File: src/rtl/pong_pkg.sv
// Shared definitions for the pong game stages: FSM state encoding, winner
// codes, default board geometry and a saturating score helper.
package pong_pkg;

    localparam int COORD_W = 6;            // ball/paddle coordinate width
    localparam int SPAN_W  = COORD_W + 1;  // paddle span math is one bit wider
    localparam int SCORE_W = 4;

    localparam int DEF_BOARD_WIDTH   = 40;
    localparam int DEF_BOARD_HEIGHT  = 30;
    localparam int DEF_PADDLE_HEIGHT = 6;
    localparam int DEF_SCORE_LIMIT   = 9;
    localparam int DEF_PAUSE_CYCLES  = 25000000;

    typedef enum logic [1:0] {
        ST_IDLE      = 2'd0,
        ST_RUNNING   = 2'd1,
        ST_POINT     = 2'd2,
        ST_GAME_OVER = 2'd3
    } game_state_e;

    typedef enum logic [1:0] {
        WIN_NONE = 2'b00,
        WIN_P1   = 2'b01,
        WIN_P2   = 2'b10
    } winner_e;

    // Increment a score but never beyond the limit.
    function automatic logic [SCORE_W-1:0] sat_inc(input logic [SCORE_W-1:0] score,
                                                   input logic [SCORE_W-1:0] limit);
        return (score < limit) ? score + SCORE_W'(1) : score;
    endfunction

endpackage

File: src/rtl/pong_paddle_hit.sv
// Combinational paddle coverage test: is the ball row inside the paddle span?
// The span bottom is formed one bit wider than the coordinates so a paddle
// near the bottom edge never wraps back to the top.
module pong_paddle_hit
    import pong_pkg::*;
#(
    parameter int PADDLE_HEIGHT = DEF_PADDLE_HEIGHT
) (
    input  logic [COORD_W-1:0] i_paddle_y,
    input  logic [COORD_W-1:0] i_ball_y,
    output logic               o_hit
);

    logic [SPAN_W-1:0] span_bottom;

    assign span_bottom = {1'b0, i_paddle_y} + SPAN_W'(PADDLE_HEIGHT - 1);
    assign o_hit       = (i_ball_y >= i_paddle_y) && ({1'b0, i_ball_y} <= span_bottom);

endmodule

File: src/rtl/pong_game_ctrl.sv
// Pong game-level controller: start-button edge detect, miss detection at the
// goal columns, saturating per-player scores and the
// idle -> running -> point -> game-over sequence that gates the ball stage.
// Optional build macro: PONG_SERVE_ALTERNATE_EN adds o_serve_dir, which aims
// the next serve at the player who just conceded a point.
module pong_game_ctrl
    import pong_pkg::*;
#(
    parameter int BOARD_WIDTH   = DEF_BOARD_WIDTH,
    parameter int BOARD_HEIGHT  = DEF_BOARD_HEIGHT,
    parameter int PADDLE_HEIGHT = DEF_PADDLE_HEIGHT,
    parameter int SCORE_LIMIT   = DEF_SCORE_LIMIT,
    parameter int PAUSE_CYCLES  = DEF_PAUSE_CYCLES
) (
    input  logic               clk,
    input  logic               i_rst_n,
    input  logic               i_start_btn,
    input  logic [COORD_W-1:0] i_ball_x,
    input  logic [COORD_W-1:0] i_ball_y,
    input  logic [COORD_W-1:0] i_paddle_y1,
    input  logic [COORD_W-1:0] i_paddle_y2,
    output logic               o_game_active,
    output logic [SCORE_W-1:0] o_score_p1,
    output logic [SCORE_W-1:0] o_score_p2,
    output logic               o_game_over,
    output logic [1:0]         o_winner
`ifdef PONG_SERVE_ALTERNATE_EN
    ,
    output logic               o_serve_dir
`endif
);

    localparam int                 PAUSE_W    = (PAUSE_CYCLES > 1) ? $clog2(PAUSE_CYCLES) : 1;
    localparam logic [PAUSE_W-1:0] PAUSE_LAST = PAUSE_W'(PAUSE_CYCLES - 1);
    localparam logic [COORD_W-1:0] RIGHT_COL  = COORD_W'(BOARD_WIDTH - 1);
    localparam logic [SCORE_W-1:0] LIMIT      = SCORE_W'(SCORE_LIMIT);

    // Coordinates are 6 bits, so the board must fit in 64x64 cells.
    if (BOARD_WIDTH < 1 || BOARD_WIDTH > 64 || BOARD_HEIGHT < 1 || BOARD_HEIGHT > 64 ||
        PADDLE_HEIGHT < 1 || SCORE_LIMIT < 1 || SCORE_LIMIT > 15 || PAUSE_CYCLES < 1)
    begin : g_bad_params
        $error("pong_game_ctrl: parameter out of range");
    end

    game_state_e        state_q;
    winner_e            winner_q;
    logic [SCORE_W-1:0] score_p1_q, score_p2_q;
    logic [PAUSE_W-1:0] pause_q;
    logic               active_q, over_q;
    logic               btn_s1_q, btn_s2_q;

    logic               start_press;
    logic               hit_p1, hit_p2;
    logic               miss_left, miss_right;
    logic [SCORE_W-1:0] score_p1_d, score_p2_d;

    pong_paddle_hit #(.PADDLE_HEIGHT(PADDLE_HEIGHT)) u_hit_p1 (
        .i_paddle_y (i_paddle_y1),
        .i_ball_y   (i_ball_y),
        .o_hit      (hit_p1)
    );

    pong_paddle_hit #(.PADDLE_HEIGHT(PADDLE_HEIGHT)) u_hit_p2 (
        .i_paddle_y (i_paddle_y2),
        .i_ball_y   (i_ball_y),
        .o_hit      (hit_p2)
    );

    // Register the button and remember its previous sample for edge detection.
    // NOTE: state registers use non-blocking assignments so every flop samples
    // pre-edge values regardless of block evaluation order.
    always_ff @(posedge clk or negedge i_rst_n) begin
        if (!i_rst_n) begin
            btn_s1_q <= 1'b0;
            btn_s2_q <= 1'b0;
        end else begin
            btn_s1_q <= i_start_btn;
            btn_s2_q <= btn_s1_q;
        end
    end

    // A press is a single 0->1 transition; a held button stays at 1/1.
    assign start_press = btn_s1_q & ~btn_s2_q;

    // Misses only count while the ball is in play; left wins a tie.
    assign miss_left  = (state_q == ST_RUNNING) && (i_ball_x == '0) && !hit_p1;
    assign miss_right = (state_q == ST_RUNNING) && (i_ball_x == RIGHT_COL) && !hit_p2 && !miss_left;

    // A left miss is a point for P2, a right miss a point for P1.
    assign score_p1_d = sat_inc(score_p1_q, LIMIT);
    assign score_p2_d = sat_inc(score_p2_q, LIMIT);

    // Game sequencer with registered outputs.
    always_ff @(posedge clk or negedge i_rst_n) begin
        if (!i_rst_n) begin
            state_q    <= ST_IDLE;
            score_p1_q <= '0;
            score_p2_q <= '0;
            pause_q    <= '0;
            active_q   <= 1'b0;
            over_q     <= 1'b0;
            winner_q   <= WIN_NONE;
        end else begin
            case (state_q)
                ST_IDLE: begin
                    if (start_press) begin
                        score_p1_q <= '0;
                        score_p2_q <= '0;
                        active_q   <= 1'b1;
                        state_q    <= ST_RUNNING;
                    end
                end
                ST_RUNNING: begin
                    if (miss_left) begin
                        score_p2_q <= score_p2_d;
                        active_q   <= 1'b0;
                        pause_q    <= '0;
                        if (score_p2_d == LIMIT) begin
                            over_q   <= 1'b1;
                            winner_q <= WIN_P2;
                            state_q  <= ST_GAME_OVER;
                        end else begin
                            state_q  <= ST_POINT;
                        end
                    end else if (miss_right) begin
                        score_p1_q <= score_p1_d;
                        active_q   <= 1'b0;
                        pause_q    <= '0;
                        if (score_p1_d == LIMIT) begin
                            over_q   <= 1'b1;
                            winner_q <= WIN_P1;
                            state_q  <= ST_GAME_OVER;
                        end else begin
                            state_q  <= ST_POINT;
                        end
                    end
                end
                ST_POINT: begin
                    if (pause_q == PAUSE_LAST) begin
                        pause_q  <= '0;
                        active_q <= 1'b1;
                        state_q  <= ST_RUNNING;
                    end else begin
                        pause_q  <= pause_q + PAUSE_W'(1);
                    end
                end
                ST_GAME_OVER: begin
                    if (start_press) begin
                        score_p1_q <= '0;
                        score_p2_q <= '0;
                        winner_q   <= WIN_NONE;
                        over_q     <= 1'b0;
                        active_q   <= 1'b1;
                        state_q    <= ST_RUNNING;
                    end
                end
                default: state_q <= ST_IDLE;
            endcase
        end
    end

    assign o_game_active = active_q;
    assign o_score_p1    = score_p1_q;
    assign o_score_p2    = score_p2_q;
    assign o_game_over   = over_q;
    assign o_winner      = winner_q;

`ifdef PONG_SERVE_ALTERNATE_EN
    logic serve_q;

    // Aim the next serve at whoever conceded the last point; frozen during play.
    always_ff @(posedge clk or negedge i_rst_n) begin
        if (!i_rst_n) begin
            serve_q <= 1'b0;
        end else if (miss_left) begin
            serve_q <= 1'b0;
        end else if (miss_right) begin
            serve_q <= 1'b1;
        end
    end

    assign o_serve_dir = serve_q;
`endif

endmodule

File: config.mk
export PLATFORM = sky130hd
export DESIGN_NAME = pong_game_ctrl
export DESIGN_NICKNAME = d
export VERILOG_FILES = /design/src/rtl/pong_pkg.sv /design/src/rtl/pong_paddle_hit.sv /design/src/rtl/pong_game_ctrl.sv
export SDC_FILE = /design/constraint.sdc
export NUM_CORES = 1
export LEC_CHECK = 0
export ABC_AREA = 1
export ABC_CLOCK_PERIOD_IN_PS = 1500
export BUFFER_PORTS_ARGS = -buffer_cell sky130_fd_sc_hd__buf_2
export CAP_MARGIN = 5
export CORE_MARGIN = 8
export CORE_UTILIZATION = 23
export CTS_CLUSTER_SIZE = 10
export DETAILED_ROUTE_END_ITERATION = 16
export GPL_TIMING_DRIVEN = 0
export HOLD_SLACK_MARGIN = 0.08
export PLACE_DENSITY = 0.39
export SLEW_MARGIN = 15
export SYNTH_ARGS = -nofsm -noshare
export SYNTH_HDL_FRONTEND = slang
export SYNTH_HIERARCHICAL = 1
export SYNTH_SLANG_ARGS = --single-unit
export TNS_END_PERCENT = 100
File: constraint.sdc
create_clock -name clk -period 1.5 [get_ports clk]
set_input_delay 0.3 -clock clk [delete_from_list [all_inputs] [get_ports clk]]
set_output_delay 0.3 -clock clk [all_outputs]
set_load 0.02 [all_outputs]
## Yosys cells after proc, flatten, opt, wreduce, memory -nomap -nowiden

Cells that the tools add are included.

| storage, ports and cells | value |
|---|---|
| bits in registers | 41 |
| output and inout port bits | 12 |
| logic and storage cells | 95 |

| operators by class | value |
|---|---|
| add/subtract/negate cells | 5 |
| magnitude comparators | 6 |
| equal/unequal tests | 16 |
| mux-type cells | 36 |
| bitwise gates (word level) | 2 |
| reduce and logical (&&, ||, !) cells | 21 |

Operator list:

| cell | number |
|---|---|
| two-way mux 25 bit | 3 |
| one-hot mux 25 bit (2 select lines) | 1 |
| adder 25 x 1 -> 25 bit, second input constant | 1 |
| == test 25 bit, second input constant | 1 |
| two-way mux 4 bit | 6 |
| two-way mux 2 bit | 9 |
| one-hot mux 4 bit (2 select lines) | 2 |
| adder 6 x 3 -> 7 bit, second input constant | 2 |
| less-or-equal comparator 6 x 7 -> 1 bit | 2 |
| greater-or-equal comparator 6 bit | 2 |
| two-way mux 1 bit | 11 |
| != test 2 bit, second input constant | 5 |
| adder 4 x 1 -> 4 bit, second input constant | 2 |
| == test 4 bit, second input constant | 2 |
| less-than comparator 4 bit, second input constant | 2 |
| logical AND 1 bit | 7 |
| == test 6 bit, second input constant | 1 |
| zero test 6 bit | 1 |
| != test 3 x 2 -> 1 bit, second input constant | 2 |
| one-hot mux 2 bit (3 select lines) | 1 |
| AND reduction 3 bit | 2 |
| nonzero test 2 bit | 3 |
| AND reduction 5 bit | 1 |
| == test 2 bit, second input constant | 2 |
| 13 further kinds | 15 |

## Depth between registers and ports, before layout

| logic depth | value |
|---|---|
| depth after elaboration | 10 |
| mapped depth | 22 |

## Cells and area by module

Netlist, hierarchy kept.

Modules (own cells, without submodules):

| module | instances | cells each | area each (µm²) | seq. area each (µm²) |
|---|---|---|---|---|
| pong_game_ctrl | 1 | 424 | 2,852.7 | 1,026.0 |
| pong_paddle_hit | 2 | 70 | 424.2 | 0.0 |

## Worst setup path before layout

Ideal clock, no wire load.

| timing | value |
|---|---|
| path kind | input-to-reg |
| start point | in i_paddle_y1[0] |
| end point | reg pause_q[11] |
| library setup time | 118 ps |
| data arrival time | 2,296 ps |
| setup slack | -914 ps |
| stages | 20 |
| cells stage by stage | ha_1 -> inv_1 -> nand2_2 -> nand2_1 -> xor2_1 -> ha_1 -> nand2_1 -> nand2_1 -> a21oi_1 -> nand2_1 -> a21oi_2 -> nor2_1 -> and2_1 -> nand2_2 -> nand3_4 -> nand2_4 -> inv_4 -> buf_4 -> nand3_1 -> nand2_1 |

| on the way | value |
|---|---|
| longest elaborated chain between the ends | 9 |

RTL lines:

| element | line | text |
|---|---|---|
| start: declaration | pong_game_ctrl.sv:20 | `input logic [COORD_W-1:0] i_paddle_y1,` |
| adder 6 x 3 -> 7 bit | pong_paddle_hit.sv:16 | `assign span_bottom = {1'b0, i_paddle_y} + SPAN_W'(PADDLE_HEIGHT - 1);` |
| less-or-equal comparator 6 x 7 -> 1 bit | pong_paddle_hit.sv:17 | `assign o_hit = (i_ball_y >= i_paddle_y) && ({1'b0, i_ball_y} <= span_bottom);` |
| logical AND 1 bit (*) | pong_paddle_hit.sv:17 |  |
| via hit_p1 | pong_game_ctrl.sv:53 | `logic hit_p1, hit_p2;` |
| zero test 1 bit (*) | pong_game_ctrl.sv:86 | `assign miss_left = (state_q == ST_RUNNING) && (i_ball_x == '0) && !hit_p1;` |
| logical AND 1 bit (*) | pong_game_ctrl.sv:86 |  |
| zero test 1 bit | pong_game_ctrl.sv:87 | `assign miss_right = (state_q == ST_RUNNING) && (i_ball_x == RIGHT_COL) && !hit_p2 && !miss_left;` |
| logical AND 1 bit | pong_game_ctrl.sv:87 |  |
| != test 3 bit (no line) | -- |  |
| AND reduction 2 bit (no line) | -- |  |
| end signal: assignment | pong_game_ctrl.sv:144 | `pause_q <= pause_q + PAUSE_W'(1);` |
| end: declaration | pong_game_ctrl.sv:48 | `logic [PAUSE_W-1:0] pause_q;` |

Mark *: on every way through the listed nets, which the timed path passes. The rest lies on a longest branch.
A chain may end at the register's enable or synchronous reset.

## Final worst setup path

| timing | value |
|---|---|
| start point | in i_paddle_y1[1] |
| end point | reg pause_q[22] |

Same word-level chain as after synthesis.

==> summary.txt <==
Timing
  • F_max: ~0.42 GHz
  • Final setup fails: 39
  • Max Slew Vio Count: 0
  • Hold Vio Cnt, Final: 0
  • Worst setup margin: -0.8935 ns
  • RSZ-0062 raised after global routing: yes
  • Worst slew pin tran: approximately 0.98 ns
  • Hold WS: 0.1306 ns
  • Slew margin rel.: roughly 35%
  • Min Tclk post-route: approximately 2.4 ns
  • Fin crit share: 159.6%
  • Final Skew: 0.007517 ns

Clocking
  • CTS Root Cell: clkbuf_16
  • Clk pin slew, worst setup/hold paths: ~0.060 ns
  • Clk sinks: between 40 and 50
  • Clk_lat worst skew: 0.29 ns
  • Post-CTS Hold Buffers: 0
  • H-tree depth: 2
  • CTS tree: yes
  • Clk buf depth: 2
  • TritonCTS Buffers: 5

Critical path
  • Crit path DAT: around 2.6 ns
  • Crit Path Category: input pin to flop
  • Critical Path RT: 1.72 ns
  • CP max stage delay: 0.30 ns
  • Setup crit start kind: input pin
  • Critical-path cell list: buf_8, ha_4, buf_4, xor2_1, ha_1, a21oi_1, nand2_1, nand2_1, nand2_2, a21oi_4, nor2_1, and2_1, nand2_2, nand3_4, nand2_8, clkinv_8, buf_6, nand2_8, inv_8, nor2_2
  • Worst setup EP type: flop
  • Max FO, Critical Path: 5
  • CP max stage cell: ha_1

Logic synthesis
  • Synthesized net count: between 600 and 700
  • Async set-reset flop share out of synthesis: between 90% and 100%
  • Mapped cell area: between 0.003 and 0.004 mm2
  • Primary FF master, synth: dfrtp_1
  • Synthesized instance count: 564
  • Sequential-to-total area share from yosys stat: between 20% and 30%
  • Avg Cell Area, Syn: 6.562 um2
  • Synthesis Warnings: 6
  • Post-synth top cells: 176 x nand2_1, 77 x inv_1, 66 x nor2_1
  • Ranking of synthesized cells by area: dfrtp_1 28%, nand2_1 18%, ha_1 12%
  • Seq cells post-synth: 41
  • Post-synth top area cell: dfrtp_1
  • Cell variety after synth: 36
  • Count leader, synth: nand2_1
  • Top cell type's share of synthesized area: 27.72%
  • Post-synth EDFFs: 0

Finish
  • Final Non-Filler Cells: 840
  • Area of the multi-input gates: 0.002535 mm2
  • Sequential cell area: about 0.0010 mm2
  • Fin area: 0.004807 mm2
  • Share of cells above drive strength 1: roughly a quarter
  • Fill cell count: about 1,700
  • Area Overhead vs Synth: 29.89%
  • Post-layout util: 30.37%
  • ANT cells: 0
  • Nets: a little under 700

Outcome
  • Status: complete, but fails checks
  • Failing checks: negative setup slack

Power
  • Clock Power Share: roughly two fifths
  • Total Power: approximately 2.6 mW
  • Psw: approximately 700 uW
  • VDD IR max: ~0.41 mV
  • Switch share: 26.63%
  • P_int: about 1.9 mW
  • Leakage power: approximately 2.5 nW
  • Reg power frac: between 40% and 50%
  • Gate power share: ~16%
  • Power per cell area: 538.5 mW/mm2

Global route
  • Largest net degree at the start of global routing: 42
  • GRT Util Overall: roughly 10%
  • Antenna violations before repair: 0
  • First-pass GRT wire length: 16,840 um
  • Vias in the first global route: 3,498
  • Total grt overflow: 0

Detailed routing
  • Drt pass-1 iters: 4
  • DR vias/cell: 4.206
  • DRT antenna net count: 0
  • DRC Markers: 0
  • Via count: about 3,500
  • Drt wl/cell: roughly 12 um
  • Final wirelength: approximately 10,000 um
  • Drt initial violations: about 140

Placed design
  • Post-place instance area: approximately 0.0042 mm2
  • Dpl hpwl: ~7700 um
  • Port-buffer cells: 38
  • Routability cong.: 0.7792
  • Placed insts: 818

Die
  • Die height: 142.9 um
  • Initial Util: between 20% and 30%
  • Site Rows: 46
  • Io pins: 39
  • Die Wd: roughly 140 um
  • Core footprint: around 0.016 mm2
  • Total Die Area: approximately 0.02 mm2

Job
  • Maxcap violations: 0

Worst hold path
  • Hold WC Path Type: input pin to flop
## power groups by stage
stage	clock [mW]	sequential (mW)	combinational, mW
after floorplan	0	1.13	0.237
after global placement	0	1.13	0.372
after detailed placement	0	1.13	0.376
after CTS	1.11	1.11	0.414
after global routing	1.16	1.11	0.492
final	1.05	1.11	0.425
## layout make-up
type	instances	share of cell area, %
buffer	7	1.588
clock buffer	6	2.681
clock inverter	2	0.2082
inverter	89	7.678
multi-input combinational	427	52.73
sequential	41	21.34
tap	216	5.622
timing repair buffer	51	8.017
timing repair inverter	1	0.1301
## layer usage
layer	global-route usage, %	routed length (um)
met5	0	0
met4	3.020	65
met3	1.603	337
met1	12.85	4855
met2	17.06	4745
## through the flow
| stage | setup TNS (ns) | setup slack (ns) |
|---|---|---|
| 4_1_cts | -30.21 | -0.8549 |
| 5_1_grt | -36.18 | -1.018 |
| 6_report | -31.01 | -0.8935 |
| 3_3_place_gp | -48.01 | -1.334 |
| 2_1_floorplan | -30.20 | -0.8651 |
| 3_5_place_dp | -48.85 | -1.362 |
## timing repair
action,CTS,global route
endpoints found under the setup margin,39,39
gates cloned,2,1
gates resized for setup,55,27
buffers inserted,6,5
pin swaps,31,11
## path summary, 6_finish.rpt
check / startpoint / to / slack [ns] / cells after the start
worst max register to register: pause_q[0] / pause_q[16] / -0.39 / 10
worst min-delay path: i_start_btn / btn_s1_q / 0.13 / 1
max in group asynchronous: i_rst_n / o_winner[1] / 0.71 / 1
min in group asynchronous: i_rst_n / pause_q[0] / 0.18 / 1
worst max-delay path: i_paddle_y1[1] / pause_q[22] / -0.89 / 20
worst min register to register: btn_s1_q / btn_s2_q / 0.38 / 0
## cell families (layout without fill, tap and decap cells)
logic type               count (synthesis)  in the layout  synth area share (%)
AO/OA/AOI/OAI                           41             41                 6.896
XOR/XNOR                                13             13                 3.076
adder cells (fa/ha/maj)                 35             35                 11.83
buffers and inverters                   96            156                 10.55
flip-flops                              41             41                 27.72
AND/OR/NAND/NOR                        338            338                 39.93
## worst max-delay path, delay by kind of cell
family | cells | cell delay [ns]
and+or+nand+nor | 10 | 0.92
buffers and inverters | 5 | 0.49
xor gates and xnor gates | 1 | 0.13
AOI/OAI and AO/OA | 2 | 0.30
adders and majority gates | 2 | 0.45
## cell usage in the layout, fill, tap and decap left out, types with 8 or more instances in the layout
cell type,netlist,final
buf_8,0,8
buf_4,2,9
o21ai_1,6,10
nand3_2,0,8
nor2_2,12,14
nand2_1,176,158
o21ai_0,15,8
nor2_1,66,60
nand2_2,11,26
nor3_1,8,8
dfrtp_1,41,41
inv_1,77,71
buf_2,1,34
inv_2,10,14
nand3_1,44,36
ha_1,35,33
nand4_1,11,11
xor2_1,11,10
## state kept, by name, indices dropped and copies added, names as in the netlist
signal and count:
o_game_over 1, state_q 2, o_game_active 1, btn_s2_q 1
pause_q 25, o_score_p2 4, o_winner 2, btn_s1_q 1
o_score_p1 4
Note: power is estimated with default switching activity, not from simulation.
